--- config.mk ---
export PLATFORM = sky130hd
export DESIGN_NAME = pipeline_hazard_ctrl
export DESIGN_NICKNAME = d
export VERILOG_FILES = /design/src/rtl/pipeline_hazard_ctrl.sv
export SDC_FILE = /design/constraint.sdc
export NUM_CORES = 1
export LEC_CHECK = 0
export ABC_AREA = 1
export BUFFER_PORTS_ARGS = -buffer_cell sky130_fd_sc_hd__buf_4
export CORE_MARGIN = 2
export CORE_UTILIZATION = 35
export CTS_BUF_LIST = sky130_fd_sc_hd__clkbuf_4 sky130_fd_sc_hd__clkbuf_8
export CTS_CLUSTER_SIZE = 25
export DETAILED_ROUTE_END_ITERATION = 10
export HOLD_SLACK_MARGIN = 0.06
export MAX_ROUTING_LAYER = met4
export PLACE_DENSITY = 0.57
export SYNTH_ARGS = -nofsm -noshare
export SYNTH_HDL_FRONTEND = slang
export SYNTH_SLANG_ARGS = --single-unit
--- constraint.sdc ---
create_clock -name clock -period 2.85 [get_ports clock]
set_input_delay 0.285 -clock clock [delete_from_list [all_inputs] [get_ports clock]]
set_output_delay 0.285 -clock clock [all_outputs]
set_load 0.005 [all_outputs]
--- src/rtl/pipeline_hazard_ctrl.sv ---
// ----------------------------------------------------------------------------
// pipeline_hazard_ctrl: stall/flush controller for the 5-stage pipeline and
// multdiv sequencer with a saturating stall-cycle counter.  Rev 1.0
// ----------------------------------------------------------------------------
`default_nettype none

module pipeline_hazard_ctrl #(
  parameter int MD_TIMEOUT = 40,
  parameter int CNT_W      = 32
) (
  input  logic             clock,
  input  logic             clr_n,
  input  logic             isMul_x,
  input  logic             isDiv_x,
  input  logic             isLw_x,
  input  logic [4:0]       rd_x,
  input  logic [4:0]       rs_d,
  input  logic [4:0]       rt_d,
  input  logic             uses_rs_d,
  input  logic             uses_rt_d,
  input  logic             br_taken_x,
  input  logic             jump_x,
  input  logic             md_ready,
  input  logic             md_exc_in,
  output logic             ena_pc,
  output logic             ena_fd,
  output logic             ena_dx,
  output logic             ena_xm,
  output logic             ena_mw,
  output logic             flush_fd,
  output logic             flush_dx,
  output logic             bubble_xm,
  output logic             ctrl_mult,
  output logic             ctrl_div,
  output logic             md_result_sel,
  output logic             md_exception,
  output logic             md_busy,
  output logic [CNT_W-1:0] stall_count
);

  localparam int MDC_W = ($clog2(MD_TIMEOUT + 1) > 6) ? $clog2(MD_TIMEOUT + 1) : 6;
  localparam logic [MDC_W-1:0] MD_LIMIT = MDC_W'(MD_TIMEOUT);

  typedef enum logic [0:0] {
    S_IDLE = 1'b0,
    S_BUSY = 1'b1
  } state_t;

  state_t             state_q, state_d;
  logic [MDC_W-1:0]   md_cnt_q, md_cnt_d;
  logic [CNT_W-1:0]   stall_count_q, stall_count_d;
  logic               load_use;

  always_comb begin
    load_use = isLw_x && (rd_x != 5'd0) &&
               ((uses_rs_d && (rs_d == rd_x)) || (uses_rt_d && (rt_d == rd_x)));

    state_d       = state_q;
    md_cnt_d      = md_cnt_q;
    ena_pc        = 1'b1;
    ena_fd        = 1'b1;
    ena_dx        = 1'b1;
    ena_xm        = 1'b1;
    ena_mw        = 1'b1;
    flush_fd      = 1'b0;
    flush_dx      = 1'b0;
    bubble_xm     = 1'b0;
    ctrl_mult     = 1'b0;
    ctrl_div      = 1'b0;
    md_result_sel = 1'b0;
    md_exception  = 1'b0;

    unique case (state_q)
      S_IDLE: begin
        if (isMul_x || isDiv_x) begin
          // Simultaneous mul and div decodes resolve to mul.
          ctrl_mult = isMul_x;
          ctrl_div  = ~isMul_x;
          ena_pc    = 1'b0;
          ena_fd    = 1'b0;
          ena_dx    = 1'b0;
          bubble_xm = 1'b1;
          state_d   = S_BUSY;
          md_cnt_d  = MDC_W'(1);
        end else if (br_taken_x || jump_x) begin
          flush_fd = 1'b1;
          flush_dx = 1'b1;
        end else if (load_use) begin
          ena_pc   = 1'b0;
          ena_fd   = 1'b0;
          flush_dx = 1'b1;
        end
      end
      S_BUSY: begin
        if (md_ready) begin
          md_result_sel = 1'b1;
          md_exception  = md_exc_in;
          state_d       = S_IDLE;
          md_cnt_d      = '0;
        end else if (md_cnt_q == MD_LIMIT) begin
          md_exception = 1'b1;
          state_d      = S_IDLE;
          md_cnt_d     = '0;
        end else begin
          ena_pc    = 1'b0;
          ena_fd    = 1'b0;
          ena_dx    = 1'b0;
          bubble_xm = 1'b1;
          md_cnt_d  = md_cnt_q + MDC_W'(1);
        end
      end
    endcase

    // Reset holds the pipeline open and suppresses every side effect.
    if (!clr_n) begin
      ena_pc        = 1'b1;
      ena_fd        = 1'b1;
      ena_dx        = 1'b1;
      flush_fd      = 1'b0;
      flush_dx      = 1'b0;
      bubble_xm     = 1'b0;
      ctrl_mult     = 1'b0;
      ctrl_div      = 1'b0;
      md_result_sel = 1'b0;
      md_exception  = 1'b0;
    end

    stall_count_d = stall_count_q;
    if (!ena_pc && !(&stall_count_q)) begin
      stall_count_d = stall_count_q + CNT_W'(1);
    end
  end

  always_ff @(posedge clock) begin
    if (!clr_n) begin
      state_q       <= S_IDLE;
      md_cnt_q      <= '0;
      stall_count_q <= '0;
    end else begin
      state_q       <= state_d;
      md_cnt_q      <= md_cnt_d;
      stall_count_q <= stall_count_d;
    end
  end

  assign md_busy     = (state_q == S_BUSY);
  assign stall_count = stall_count_q;

endmodule

`default_nettype wire

==> summary.txt, run 1 <==
Cells and area
  – Layout cells sized above 1: 0.166
  – # diodes: 0
  – Most common cell after layout, fill and taps aside: nand2_1
  – Area delta synth->final: 23.6%
  – Most frequent cells in the layout: 146 x nand2_1, 70 x buf_4, 55 x nor2_1, 49 x nand3_1, 47 x inv_1
  – Final #Nets: 546
  – Design area: around 3400 µm²
  – Util after Layout: 0.444

Clocking
  – Worst-skew pair later-pin latency: 290 ps
  – Setup bufs post-CTS: 0
  – Reg clk slew, reported paths: 80 ps
  – H-Tree Depth: 2
  – Clk sink count: 39
  – Num CTS Buffers: 5
  – TritonCTS clock tree: yes
  – CTS Hold Bufs: 0
  – Clock Path Buffers: 2
  – Root buffer cell: clkbuf_8
  – CTS resizes: 0

Worst setup path
  – CP Class: flop to flop
  – FF-to-FF setup slack: around 490 ps
  – R2R cell count: 10
  – CP Max Fanout: 30
  – R2R Path End: stall_count[11]
  – CP startpoint: stall_count[0]
  – Worst setup SP type: flop
  – CP Capture Point: stall_count[11]
  – Critical path data required time: roughly 3100 ps
  – RR Startpoint: stall_count[0]
  – CP Capture Type: flop
  – Critical path arrival: between 2000 and 3000 ps

Drt
  – DRC: 0
  – DR WL/cell: between 10 and 15 µm
  – DRT Pass-1 Iters: 4
  – DR vias: slightly below 3000
  – Post-route ant nets: 0
  – Detailed Route WL: between 7000 and 8000 µm
  – Met2 routed WL: around 3400 µm
  – Detailed router's first-iteration violation count: around 110
  – Metal3 WL: approximately 330 µm
  – Vias per cell: about 4.7
  – M1 WL: 3800 µm
  – Uppermost layer routed: met4

Timing
  – Fmax: about 0.42 GHz
  – Setup TNS: 0 ps
  – Worst Tran Pin Value: ~940 ps
  – # setup viols final: 0
  – Slew Limit Fails: 0
  – Final worst path period share: 0.830
  – Max_slew headroom: 0.371
  – Setup Skew: 4.73 ps
  – Final Hold Fails: 0
  – Min cycle time layout: 2360 ps
  – RSZ-0062 raised after global routing: false

GRT
  – Initial antenna violation count: 0
  – Aggregate global-route resource usage: 0.190
  – Vias in the first global route: about 2800
  – First-pass GRT wire length: between 10000 and 15000 µm
  – Largest net degree at the start of global routing: 32
  – Overflow after GRT: 0

Placement
  – HPWL Detailed: 5910 µm
  – Port bufs: 68
  – Routability cong.: approximately 0.96
  – Post-Place Cell Area: about 3300 µm²

Logic synthesis
  – Sequential share of the synthesized area: 0.283
  – Synth Instances: 454
  – Synthesized cell area: between 2000 and 3000 µm²
  – Ys Warns: 0
  – Ys async rst share: 0
  – Post-synth EDFFs: 0
  – Synthesized flop and latch total: 39
  – Netlist cell types: 28
  – Top FF cell, synth: dfxtp_1
  – Syn_area_per_cell: just over 6 µm²

Hold path
  – Min-delay src: clr_n
  – Hold Crit Class: input pin to flop

Die
  – Die Ht: slightly above 90 µm
  – Die footprint: around 8600 µm²
  – Width of the chip: just over 90 µm
  – Core Rows: 32
  – Starting Density: 0.359
  – I/O pin total: 71
  – Core area: roughly 7700 µm²

Power and ir drop
  – PwrDens: between 300 and 400 nW/µm²
  – Leak: 1.48 nW
  – Worst vdd ir: 0.146 mV

Flow run
  – Max-cap violations: 0

Status
  – Status: complete, no violations
-- flip-flops by register name (all words and copies together), names as in the netlist --
signal	flops
md_busy	1
md_cnt_q	6
stall_count	32
-- cells by family (layout without fill, tap and decap cells) --
family / after synthesis / count (layout) / share of synthesized area
other: 1 / 2 / 0.00136
AOI/OAI and AO/OA: 42 / 42 / 0.0783
adders and majority gates: 3 / 3 / 0.0136
DFF: 39 / 39 / 0.283
xor gates and xnor gates: 23 / 23 / 0.0729
and+or+nand+nor: 284 / 284 / 0.453
buffers and inverters: 62 / 124 / 0.0978
-- Yosys cell counts (2+ instances only) --
library cell / count / area, µm²
xor2_1: 18 / 158
nor2_2: 2 / 12.5
buf_6: 3 / 33.8
nor3_1: 10 / 50.1
buf_1: 2 / 7.51
nor2_1: 55 / 206
buf_2: 3 / 15.0
inv_1: 47 / 176
buf_4: 3 / 22.5
clkbuf_1: 4 / 15.0
xnor2_1: 5 / 43.8
o22ai_1: 5 / 31.3
nand3b_1: 9 / 67.6
nand4_1: 5 / 31.3
a21oi_1: 34 / 170
nand2_1: 146 / 548
dfxtp_1: 39 / 781
nand3_1: 49 / 245
ha_1: 3 / 37.5
nand2_2: 2 / 12.5
o21ai_0: 3 / 15.0
-- worst min path at each step --
stage,endpoint,slack (ps),cells past startpoint
floorplan,stall_count[0],410,2
global placement,stall_count[27],490,2
detailed placement,stall_count[3],490,2
CTS,stall_count[0],270,3
global route,stall_count[0],290,3
finish,stall_count[0],270,3
-- report_power, final --
group,leakage (nW),internal (mW),switching (mW)
Combinational,1.12,0.0671,0.0929
Clock,0.0470,0.190,0.197
Sequential,0.315,0.552,0.0109
Total,1.48,0.809,0.301
-- metal layers --
metal	GRT usage	vias up
met5	-	-
met4	0.0453	0
met3	0.0228	6
met2	0.303	63
met1	0.259	1286
li1	-	1561
-- critical path: stages (launching register included) --
cell and delay (ps):
dfxtp_1 450, ha_1 280, nand2_2 110, nor2_4 200, nand3_4 110, nor2_2 110
and2b_1 170, nand4_4 230, nand2_4 370, nand2_1 90, a21oi_1 150
-- cell type report --
type                       instances  area [µm²]
timing repair buffer              70         526
inverter                          47         176
sequential                        39         781
multi-input combinational        354        1720
tap                              102         128
fill                             861        4270
clock buffer                       6        82.6
clock inverter                     1        5.00
-- stage by stage --
step                total power [mW]  std cells  worst slack, ps  hold slack (ps)
CTS                             1.12        619              489              269
detailed placement             0.738        612              514              488
finish                          1.11        619              485              272
floorplan                      0.674        455              914              406
global placement               0.736        612              617              491
global route                    1.17        619              225              289
Power figures use the tool's default switching activity.
==> run 2: changes to the inputs <==
==> constraint.sdc (replaced) <==
create_clock -name clock -period 2.2 [get_ports clock]
set_input_delay 0.22 -clock clock [delete_from_list [all_inputs] [get_ports clock]]
set_output_delay 0.22 -clock clock [all_outputs]
set_load 0.005 [all_outputs]
==> run 2 against run 1 <==
Compared with the run above: global-route usage is 0.46 points higher; cell count is 2.6% higher; clock-buffer cell count is 1 higher; sequential power is 29% higher; maximum frequency is 17% higher; combinational power is 51% higher; via count is 5.8% higher; highest routed layer unchanged; worst hold slack worse by 74 ps; non-clock buffer count is 15 higher; clock power is 41% higher; core utilization is 2.0 points higher; routed wire length is 3.4% higher.
==> summary.txt, run 2 (synthesis results as in run 1) <==
Status
  – Status: complete, no violations

Placement
  – Port bufs: about 70
  – Routability cong.: about 0.89
  – HPWL Detailed: between 6000 and 7000 µm

Power and ir drop
  – PwrDens: 424 nW/µm²
  – Leak: around 1.6 nW
  – Worst vdd ir: between 0.2 and 0.25 mV

Worst setup path
  – Worst path top cell family by delay: simple AND/OR/NAND/NOR gates
  – FF-to-FF setup slack: roughly 180 ps
  – CP peak stage delay: around 340 ps
  – Critical path arrival: about 2200 ps
  – Worst setup SP type: flop
  – CP Class: flop to flop
  – Crit-path cells: ha_1 > nand2_2 > nor2_4 > nand3_4 > nor2_2 > and2b_1 > nand4_4 > buf_4 > a21oi_1 > nor2_1
  – Critical path data required time: approximately 2400 ps
  – CP Max Fanout: 21
  – Worst path slowest cell: dfxtp_1
  – CP Capture Type: flop
  – Critical path buffers and inverters: 1

Timing
  – Setup TNS: 0 ps
  – Fmax: 0.495 GHz
  – Final Hold Fails: 0
  – Min cycle time layout: just over 2000 ps
  – # setup viols final: 0
  – Slew Limit Fails: 0
  – Hold Slack: 198 ps
  – RSZ-0062 raised after global routing: false
  – Setup Skew: between 8 and 9 ps
  – Final worst path period share: 0.918

Clocking
  – Clk sink count: 39
  – Num CTS Buffers: 5
  – CTS Hold Bufs: 0
  – Root buffer cell: clkbuf_8
  – Clock Path Buffers: 2
  – Worst-skew pair later-pin latency: around 300 ps
  – TritonCTS clock tree: yes
  – Reg clk slew, reported paths: roughly 70 ps
  – H-Tree Depth: 2

Cells and area
  – Area delta synth->final: 29.2%
  – Most frequent cells in the layout: 146 x nand2_1, 84 x buf_4, 55 x nor2_1, 49 x nand3_1, 47 x inv_1
  – Multi-input gate area: 1730 µm²
  – Max FFs per register: 32
  – Util after Layout: 0.464
  – Layout cells sized above 1: 0.193
  – # diodes: 0
  – Final #Nets: between 500 and 600
  – Most common cell after layout, fill and taps aside: nand2_1
  – Register area: roughly 780 µm²
  – Filler instances: 878

Die
  – Die Ht: 92.8 µm
  – Die footprint: about 8600 µm²
  – I/O pin total: a little over 70
  – Core Rows: 32
  – Core area: roughly 7700 µm²
  – Width of the chip: just over 90 µm
  – Starting Density: 0.359

GRT
  – First-pass GRT wire length: about 13000 µm
  – Overflow after GRT: 0
  – Vias in the first global route: 2814
  – Aggregate global-route resource usage: 0.195
  – Largest net degree at the start of global routing: 31
  – Initial antenna violation count: 0

Drt
  – Vias per cell: approximately 5
  – DRT Pass-1 Iters: 6
  – Post-route ant nets: 0
  – DR WL/cell: 12.3 µm
  – Detailed Route WL: 7820 µm
  – Detailed router's first-iteration violation count: ~170
  – DR vias: a little over 3000
  – DRC: 0

Flow run
  – Max-cap violations: 0

Hold path
  – Hold Crit Class: input pin to flop
[run 2: what timing repair did]
action	in CTS	in global routing
pin swaps	0	1
endpoints found under the hold margin	0	0
cloned	0	0
setup buffers	0	3
gates resized for setup	1	2
endpoints found under the setup margin	2	16
[run 2: final timing paths]
path                         from  depth (start not counted)              end
hold / removal              clr_n                          3   stall_count[0]
setup / recovery   stall_count[0]                         10   stall_count[0]
setup reg to reg   stall_count[0]                         10   stall_count[0]
hold reg to reg   stall_count[27]                          2  stall_count[27]
[run 2: layout make-up]
class                   count  area share
well taps                 102      0.0358
flip-flops and latches     39       0.219
repair buffers             85       0.182
multi-input cells         354       0.484
inverters                  47      0.0494
clock buffers               7      0.0270
clock inverters             1     0.00210
[run 2: layer usage]
layer / wire [µm] / global-route usage / up-vias
li1: - / - / 1604
met5: 0 / - / -
met2: 3540 / 0.312 / 80
met4: 89 / 0.0478 / 0
met3: 337 / 0.0252 / 6
met1: 3860 / 0.262 / 1394
[run 2: tightest hold or removal path, delay by kind of cell]
kind                   cells  cell delay, ps
buffers and inverters      1             140
and+or+nand+nor            2             100
[run 2: stage by stage]
| step | worst slack, ps | cells | instance area (µm²) | power, mW |
|---|---|---|---|---|
| after floorplan | 303 | 455 | 2770 | 0.874 |
| after global placement | 114 | 624 | 3430 | 0.971 |
| after detailed placement | 94.6 | 624 | 3430 | 0.972 |
| after CTS | 9.91 | 632 | 3540 | 1.53 |
| after global routing | 24.7 | 635 | 3570 | 1.60 |
| final | 181 | 635 | 3570 | 1.51 |
[run 2: where the power goes]
| group | internal [mW] | switching [mW] | leakage (nW) | total [mW] |
|---|---|---|---|---|
| Clock | 0.285 | 0.261 | 0.0505 | 0.546 |
| Combinational | 0.108 | 0.134 | 1.20 | 0.241 |
| Sequential | 0.716 | 0.00987 | 0.315 | 0.726 |
==> run 3: changes to the inputs <==
--- a/config.mk
+++ b/config.mk
@@ -7,7 +7,6 @@
 export LEC_CHECK = 0
 export ABC_AREA = 1
 export BUFFER_PORTS_ARGS = -buffer_cell sky130_fd_sc_hd__buf_4
-export CORE_MARGIN = 2
 export CORE_UTILIZATION = 35
 export CTS_BUF_LIST = sky130_fd_sc_hd__clkbuf_4 sky130_fd_sc_hd__clkbuf_8
 export CTS_CLUSTER_SIZE = 25
==> run 3 against run 2 <==
Compared with the run above: clock skew fell by 1.7 ps; clock power rose by 35%; sequential share of layout area rose by 0.062 points; first-iteration DRC count rose by 20%; global-route usage rose by 1.2 points; register-to-register slack barely moved; combinational power fell by 4%; critical endpoint unchanged; largest power group is now clock.
==> summary.txt, run 3 (synthesis results as in run 1) <==
GRT
  – Vias in the first global route: 2931
  – Overflow after GRT: 0
  – Largest net degree at the start of global routing: 32
  – Aggregate global-route resource usage: 0.207
  – First-pass GRT wire length: around 14000 µm
  – Initial antenna violation count: 0

Timing
  – Worst Tran Pin Value: ~550 ps
  – Final Hold Fails: 0
  – Setup Skew: between 7 and 8 ps
  – Slew Limit Fails: 0
  – # setup viols final: 0
  – Max_slew headroom: 0.628
  – Setup TNS: 0 ps
  – Min cycle time layout: ~2000 ps
  – Final worst path period share: 0.913
  – RSZ-0062 raised after global routing: false
  – Fmax: between 0.4 and 0.5 GHz

Clocking
  – Reg clk slew, reported paths: 80 ps
  – Num CTS Buffers: 5
  – H-Tree Depth: 2
  – Clk sink count: 39
  – Setup bufs post-CTS: 0
  – TritonCTS clock tree: yes
  – Clock Path Buffers: 2
  – Worst-skew pair later-pin latency: approximately 300 ps
  – Root buffer cell: clkbuf_8

Placement
  – Routability cong.: just under 0.9
  – Port bufs: between 60 and 70
  – Post-Place Cell Area: between 3000 and 4000 µm²
  – HPWL Detailed: ~6100 µm

Drt
  – DR vias: roughly 3000
  – DRT Pass-1 Iters: 5
  – DRC: 0
  – Post-route ant nets: 0
  – Detailed router's first-iteration violation count: 202
  – Detailed Route WL: 8050 µm
  – Vias per cell: 4.87
  – DR WL/cell: approximately 13 µm

Power and ir drop
  – Worst vdd ir: around 0.22 mV
  – PwrDens: roughly 480 nW/µm²
  – Leak: 1.56 nW

Cells and area
  – Layout cells sized above 1: 0.187
  – Max FFs per register: 32
  – Design area: between 3000 and 4000 µm²
  – Final #Nets: approximately 560
  – Most common cell after layout, fill and taps aside: nand2_1
  – Most frequent cells in the layout: 146 x nand2_1, 81 x buf_4, 55 x nor2_1, 49 x nand3_1, 47 x inv_1
  – Filler instances: around 840
  – # diodes: 0
  – Area delta synth->final: 28.8%

Die
  – Width of the chip: about 91 µm
  – Core area: between 7000 and 8000 µm²
  – Starting Density: 0.359
  – Die footprint: a little over 8000 µm²
  – I/O pin total: 71
  – Die Ht: 90.8 µm
  – Core Rows: 32

Hold path
  – Hold Crit Class: input pin to flop

Worst setup path
  – Critical path data required time: ~2400 ps
  – Worst setup SP type: flop
  – Critical path arrival: 2210 ps
  – CP Class: flop to flop
  – CP Capture Type: flop
  – CP Max Fanout: 15

Flow run
  – Max-cap violations: 0

Status
  – Status: complete, no violations
[run 3: cell count changes in the layout (fill, tap and decap cells not counted), sizes merged]
cell      previous run  this run
bufinv               0         2
clkbuf               7         6
clkinvlp             1         0
buf                 85        81
[run 3: timing repair]
action / CTS / global route
setup endpoints to repair: 0 / 30
resized for setup: 0 / 3
hold buffers: 0 / 0
[run 3: worst paths after layout]
check	endpoint	slack, ps	depth (start not counted)	start
setup / recovery	stall_count[0]	190	10	stall_count[0]
hold / removal	stall_count[0]	190	3	clr_n
setup reg to reg	stall_count[0]	190	10	stall_count[0]
hold reg to reg	stall_count[27]	510	2	stall_count[27]
[run 3: worst max-delay path: stages (launching register included)]
cell and delay [ps]:
dfxtp_1 340, ha_1 240, nand2_2 110, nor2_4 210
nand3_4 120, nor2_2 120, and2b_1 170, nand4_4 130
buf_4 250, a21oi_1 150, nor2_1 60
[run 3: area by class of cell]
cell class / count / area (µm²) / share of cell area
timing repair buffer: 81 / 608 / 0.171
clock buffer: 6 / 76.3 / 0.0214
inverter: 47 / 176 / 0.0496
multi-input combinational: 354 / 1730 / 0.486
sequential: 39 / 782 / 0.220
tap: 102 / 128 / 0.0359
clock inverter: 2 / 60.1 / 0.0169
[run 3: where the power goes]
part           switching (mW)  total, mW  internal, mW
Combinational           0.133      0.231        0.0976
Sequential            0.00943      0.725         0.716
Clock                   0.271      0.737         0.466
[run 3: layer usage]
layer	up-vias	global-route usage	share of wire
li1	1590	-	-
met1	1397	0.272	0.50
met2	73	0.334	0.45
met3	13	0.0269	0.033
met4	0	0.0529	0.018
met5	-	-	0
[run 3: through the flow]
step	hold slack, ps	power, mW	setup slack (ps)	instances	utilization
final	193	1.69	192	631	0.463
after global routing	210	1.76	13.9	631	0.463
after CTS	189	1.71	141	631	0.461
after detailed placement	493	0.968	188	623	0.443
after global placement	484	0.967	271	623	0.443
after floorplan	341	0.874	303	455	-
